$ cat src/rtl/etapa_filtros.sv
// -----------------------------------------------------------------------------
// etapa_filtros
//   Three-band filter stage: low-pass (bajos), band-pass (medios) and
//   high-pass (altos) Direct-Form-I biquads that share one input sample and
//   one sample strobe. Each band produces its registered output on the same
//   edge that samples its input (one clock latency).
//
//   Ports
//     clock_In        : clock, all state changes on the rising edge
//     Reset           : synchronous active-high reset, has priority over enable
//     enable          : sample strobe, one sample per enabled edge
//     Data_In         : input sample, signed Q9.14
//     Data_Out_bajos  : low-pass output, signed Q9.14, registered
//     Data_Out_medios : band-pass output, signed Q9.14, registered
//     Data_Out_altos  : high-pass output, signed Q9.14, registered
//
//   Coefficients are packed {b0,b1,b2,a1,a2}, 23 bits each, signed Q9.14.
// -----------------------------------------------------------------------------
module etapa_filtros #(
    parameter int           FRAC        = 14,
    parameter logic [114:0] COEF_BAJOS  = {23'h001000, 23'h002000, 23'h001000, 23'h0, 23'h0},
    parameter logic [114:0] COEF_MEDIOS = {23'h002000, 23'h0, 23'h7FE000, 23'h0, 23'h0},
    parameter logic [114:0] COEF_ALTOS  = {23'h001000, 23'h7FE000, 23'h001000, 23'h0, 23'h0}
) (
    input  logic        clock_In,
    input  logic        Reset,
    input  logic        enable,
    input  logic [22:0] Data_In,
    output logic [22:0] Data_Out_bajos,
    output logic [22:0] Data_Out_medios,
    output logic [22:0] Data_Out_altos
);

    localparam int NUM_BANDS = 3;
    localparam logic [NUM_BANDS-1:0][114:0] COEFS = {COEF_ALTOS, COEF_MEDIOS, COEF_BAJOS};

    logic [NUM_BANDS-1:0][22:0] y_out;

    for (genvar g = 0; g < NUM_BANDS; g++) begin : g_band
        etapa_filtros_biquad #(
            .FRAC (FRAC),
            .COEF (COEFS[g])
        ) u_biquad (
            .clk    (clock_In),
            .rst    (Reset),
            .en     (enable),
            .x_in   (Data_In),
            .y_out  (y_out[g])
        );
    end

    assign Data_Out_bajos  = y_out[0];
    assign Data_Out_medios = y_out[1];
    assign Data_Out_altos  = y_out[2];

endmodule

// -----------------------------------------------------------------------------
// etapa_filtros_biquad
//   One Direct-Form-I biquad band:
//     y[n] = b0*x[n] + b1*x[n-1] + b2*x[n-2] - a1*y[n-1] - a2*y[n-2]
//   Full 46-bit products, 49-bit accumulation, arithmetic shift by FRAC
//   (floor), saturation to 23-bit signed.
//
//   Ports
//     clk   : clock
//     rst   : synchronous active-high reset
//     en    : sample strobe
//     x_in  : input sample, signed Q9.14
//     y_out : registered output, signed Q9.14
// -----------------------------------------------------------------------------
module etapa_filtros_biquad #(
    parameter int           FRAC = 14,
    parameter logic [114:0] COEF = '0
) (
    input  logic        clk,
    input  logic        rst,
    input  logic        en,
    input  logic [22:0] x_in,
    output logic [22:0] y_out
);

    localparam logic signed [22:0] B0 = COEF[114:92];
    localparam logic signed [22:0] B1 = COEF[91:69];
    localparam logic signed [22:0] B2 = COEF[68:46];
    localparam logic signed [22:0] A1 = COEF[45:23];
    localparam logic signed [22:0] A2 = COEF[22:0];

    localparam logic signed [48:0] Y_MAX = 49'sd4194303;
    localparam logic signed [48:0] Y_MIN = -49'sd4194304;

    // Signed 23x23 product at full 46-bit precision, sign-extended to the
    // 49-bit accumulator width.
    function automatic logic signed [48:0] mul_ext(input logic [22:0] a, input logic [22:0] b);
        logic signed [45:0] a_e;
        logic signed [45:0] b_e;
        logic signed [45:0] p;
        a_e = {{23{a[22]}}, a};
        b_e = {{23{b[22]}}, b};
        p   = a_e * b_e;
        return {{3{p[45]}}, p};
    endfunction

    // y1 doubles as the output register: the saturated result is both.
    logic [22:0] x1_q, x1_d;
    logic [22:0] x2_q, x2_d;
    logic [22:0] y1_q, y1_d;
    logic [22:0] y2_q, y2_d;

    logic signed [48:0] acc;
    logic signed [48:0] acc_sh;
    logic        [22:0] y_sat;

    always_comb begin
        acc = mul_ext(B0, x_in) + mul_ext(B1, x1_q) + mul_ext(B2, x2_q)
            - mul_ext(A1, y1_q) - mul_ext(A2, y2_q);
        acc_sh = acc >>> FRAC;
        if (acc_sh > Y_MAX) begin
            y_sat = 23'h3FFFFF;
        end else if (acc_sh < Y_MIN) begin
            y_sat = 23'h400000;
        end else begin
            y_sat = acc_sh[22:0];
        end
    end

    always_comb begin
        x1_d = x1_q;
        x2_d = x2_q;
        y1_d = y1_q;
        y2_d = y2_q;
        if (en) begin
            x2_d = x1_q;
            x1_d = x_in;
            y2_d = y1_q;
            y1_d = y_sat;
        end
    end

    always_ff @(posedge clk) begin
        if (rst) begin
            x1_q <= '0;
            x2_q <= '0;
            y1_q <= '0;
            y2_q <= '0;
        end else begin
            x1_q <= x1_d;
            x2_q <= x2_d;
            y1_q <= y1_d;
            y2_q <= y2_d;
        end
    end

    assign y_out = y1_q;

endmodule

$ cat config.mk
export PLATFORM = sky130hd
export DESIGN_NAME = etapa_filtros
export DESIGN_NICKNAME = d
export VERILOG_FILES = /design/src/rtl/etapa_filtros.sv
export SDC_FILE = /design/constraint.sdc
export NUM_CORES = 1
export LEC_CHECK = 0
export ABC_AREA = 0
export BUFFER_PORTS_ARGS = -buffer_cell sky130_fd_sc_hd__buf_2
export CORE_AREA = 4 4 207 209
export CTS_CLUSTER_SIZE = 10
export DETAILED_ROUTE_END_ITERATION = 16
export DIE_AREA = 0 0 211 213
export PLACE_DENSITY_LB_ADDON = 0.05
export SETUP_SLACK_MARGIN = 0.05
export SLEW_MARGIN = 10
export SYNTH_ARGS = -nofsm -noshare
export SYNTH_HDL_FRONTEND = slang
export SYNTH_SLANG_ARGS = --single-unit
$ cat constraint.sdc
create_clock -name clock_In -period 15.24 [get_ports clock_In]
set_clock_uncertainty 0.1 [all_clocks]
set_input_delay 3.048 -clock clock_In [delete_from_list [all_inputs] [get_ports clock_In]]
set_output_delay 3.048 -clock clock_In [all_outputs]
set_load 0.05 [all_outputs]
==> reports/qor.csv <==
metric,value,unit
worstMarginPinSlew,1.161,ns
met1_usage,0.2060,
ios,95,
drv_slew,0,
antenna_found_initial,3,
routedWlPerCell,17.87,um
h-tree-depth,4,
cp.arrival,7.64,ns
vdd_drop_max,0.00006259,V
grt_first_pass_wirelength,55600,um
synth_edf_count,0,
critical_path_class,input pin to register,
relSlewSlack,0.2259,
grt_max_degree,73,
period_share,0.4846,
syn_inst,1320,
io_buffers,94,
nets,1551,
grt.total_usage,0.1554,
p_leak,5.718,nW
coreArea,40830,um2
fin_crit,7.385,ns
ys.warnings.count,0,
postLayoutCoreUtil,0.3163,
root_buffer,clkbuf_16,
dpl.hpwl,26890,um
area_delta_synth_final,13.40,%
status,completed,
drive_gt1_frac,0.1576,
hold_viol_final,0,
max_freq,0.1354,GHz
setup_viol,0,
cp.required,15.49,ns
min_path_type,register to register,
ys_seq_area_frac,0.2022,
cts_setup_buffers,0,
cts_tree,yes,
nFillCells,4377,
drtIter0Drc,498,
async_reset_ff_frac,0,
synth_top_area_frac,0.2022,
grt.busiest_layer,met2,
rows,74,
ys.flop_type,dfxtp_1,
grt.met3_usage,0.02483,
power,0.001742,W
ys_types,79,
met2_usage,0.2654,
cts_resized,0,
insertion_delay,0.44,ns
syn_area_per_cell,8.627,um2
reg2reg_slack,8.82,ns
cts_buffer_depth,2,
seq_area,2302,um2
cp-start-kind,input pin,
ys_ff_latch,115,
synth.area.top_cells,"dfxtp_1, fa_1, ha_1",
die_w,211,um
ctsHoldBuffers,0,
path_max_fanout,22,
fin_setup_tns,0,ns
gp_congestion,0.7849,
power.density,134.9,nW/um2
multi_input_area,8608,um2
syn_area,11390,um2
final_antenna_net_count,0,
drcViolationCount,0,
gr-total-overflow,0,
critPathCaptureType,register,
drv_cap,0,
clkSinkCount,115,
dr.pass1.iters,4,
die-area,44940,um2
cts_buffers,17,
vias_per_cell,4.924,
vias,9474,
drt-total-wl,34390,um
die_h,213,um
syn-num-nets,1494,
start_util,0.2789,
clk_pin_slew_worst_paths,0.06,ns
synth_area_leader_cell,dfxtp_1,
first_global_vias,9838,
rsz0062_at_grt,no,
-- worst paths after layout --
path	start	end	cells after the start
max	Data_In[22]	g_band[2].u_biquad.y_out[10]	18
min	g_band[1].u_biquad.y_out[0]	g_band[1].u_biquad.y_out[0]	2
max reg2reg	g_band[1].u_biquad.x2_q[2]	g_band[1].u_biquad.y_out[1]	21
min reg2reg	g_band[1].u_biquad.y_out[0]	g_band[1].u_biquad.y_out[0]	2
-- power by group --
| part | leakage [nW] | total, W | switching [W] | internal, W |
|---|---|---|---|---|
| Sequential | 0.953 | 0.000364 | 0.0000295 | 0.000334 |
| Clock | 0.291 | 0.000426 | 0.000164 | 0.000262 |
| Combinational | 4.47 | 0.000952 | 0.000599 | 0.000353 |
-- cells by family after synthesis --
group | after synthesis | synth area share
AO/OA/AOI/OAI | 329 | 0.2211
XOR/XNOR | 121 | 0.09373
adder cells (fa/ha/maj) | 170 | 0.2202
buffers and inverters | 116 | 0.04406
flip-flops | 115 | 0.2022
multiplexers | 48 | 0.04219
AND/OR/NAND/NOR | 421 | 0.1766
-- registers in the layout (all words and copies together) (netlist names) --
| register | cells |
|---|---|
| g_band.u_biquad.x1_q | 23 |
| g_band.u_biquad.x2_q | 23 |
| g_band.u_biquad.y_out | 69 |
-- cell usage after synthesis, types with 16 or more instances --
| cell | n |
|---|---|
| a211oi_1 | 32 |
| a211oi_2 | 39 |
| a21o_1 | 47 |
| a21oi_1 | 81 |
| clkbuf_1 | 43 |
| dfxtp_1 | 115 |
| fa_1 | 58 |
| ha_1 | 90 |
| inv_1 | 53 |
| maj3_1 | 22 |
| mux2i_1 | 48 |
| nand2_1 | 78 |
| nand2_2 | 20 |
| nand2b_1 | 29 |
| nand3_1 | 19 |
| nor2_1 | 168 |
| nor3_1 | 22 |
| o21ai_0 | 32 |
| o21ai_1 | 16 |
| xnor2_1 | 71 |
| xor2_1 | 49 |
-- cell usage in the layout (no fill, tap or decap), drive strengths merged, types with 4 or more instances in the layout --
cell    instances
inv            55
xor2           49
nor2          168
or4             5
clkinv          5
a211oi         71
or3             5
and3           10
xnor2          72
a41oi           4
o21bai          7
or2             4
a21o           48
o31ai           8
buf           101
maj3           22
mux2i          48
dfxtp         115
nand3          19
fa             58
and2            9
o21a            9
a31oi           9
o211ai          6
nand2b         29
nor2b           9
ha             90
a21oi          82
nand4          14
nor4           12
o21ai          51
clkbuf         20
nor3           24
nand3b          5
nand2          98
-- metal layers --
layer / wire length [um] / part of all wire
met1: 16380 / 0.48
met3: 793 / 0.023
met2: 16700 / 0.49
met5: 20 / 0.00058
met4: 493 / 0.014
-- critical path: stages --
cell and delay (ns):
buf_2 0.40, inv_1 0.45, fa_1 0.65, inv_1 0.05, ha_1 0.38, nand2_1 0.14, nor3_1 0.10, a41oi_1 0.19
o21ai_0 0.13, a41oi_2 0.30, nor3_1 0.11, a311oi_1 0.30, xor2_1 0.14, nand4b_1 0.27, o41ai_4 0.28, buf_4 0.30
o311ai_1 0.14, a211oi_1 0.23
-- stage by stage --
stage	area [um2]	hold slack [ns]	setup WS (ns)	cells
CTS	12900	0.3736	7.831	1922
global placement	12300	0.3585	7.339	1890
floorplan	11390	0.4434	8.487	1320
finish	12910	0.3689	7.855	1924
detailed placement	12300	0.3661	7.372	1890
global route	12910	0.3942	7.437	1922
-- cell type report --
cell class,count,area share
Antenna cell,2,0.0003876
Clock buffer,20,0.03459
Clock inverter,12,0.01201
Inverter,53,0.01541
Multi-Input combinational cell,1089,0.6666
Sequential cell,115,0.1783
Tap cell,532,0.05155
Timing Repair Buffer,101,0.04118
Note: power is estimated with default switching activity, not from simulation.
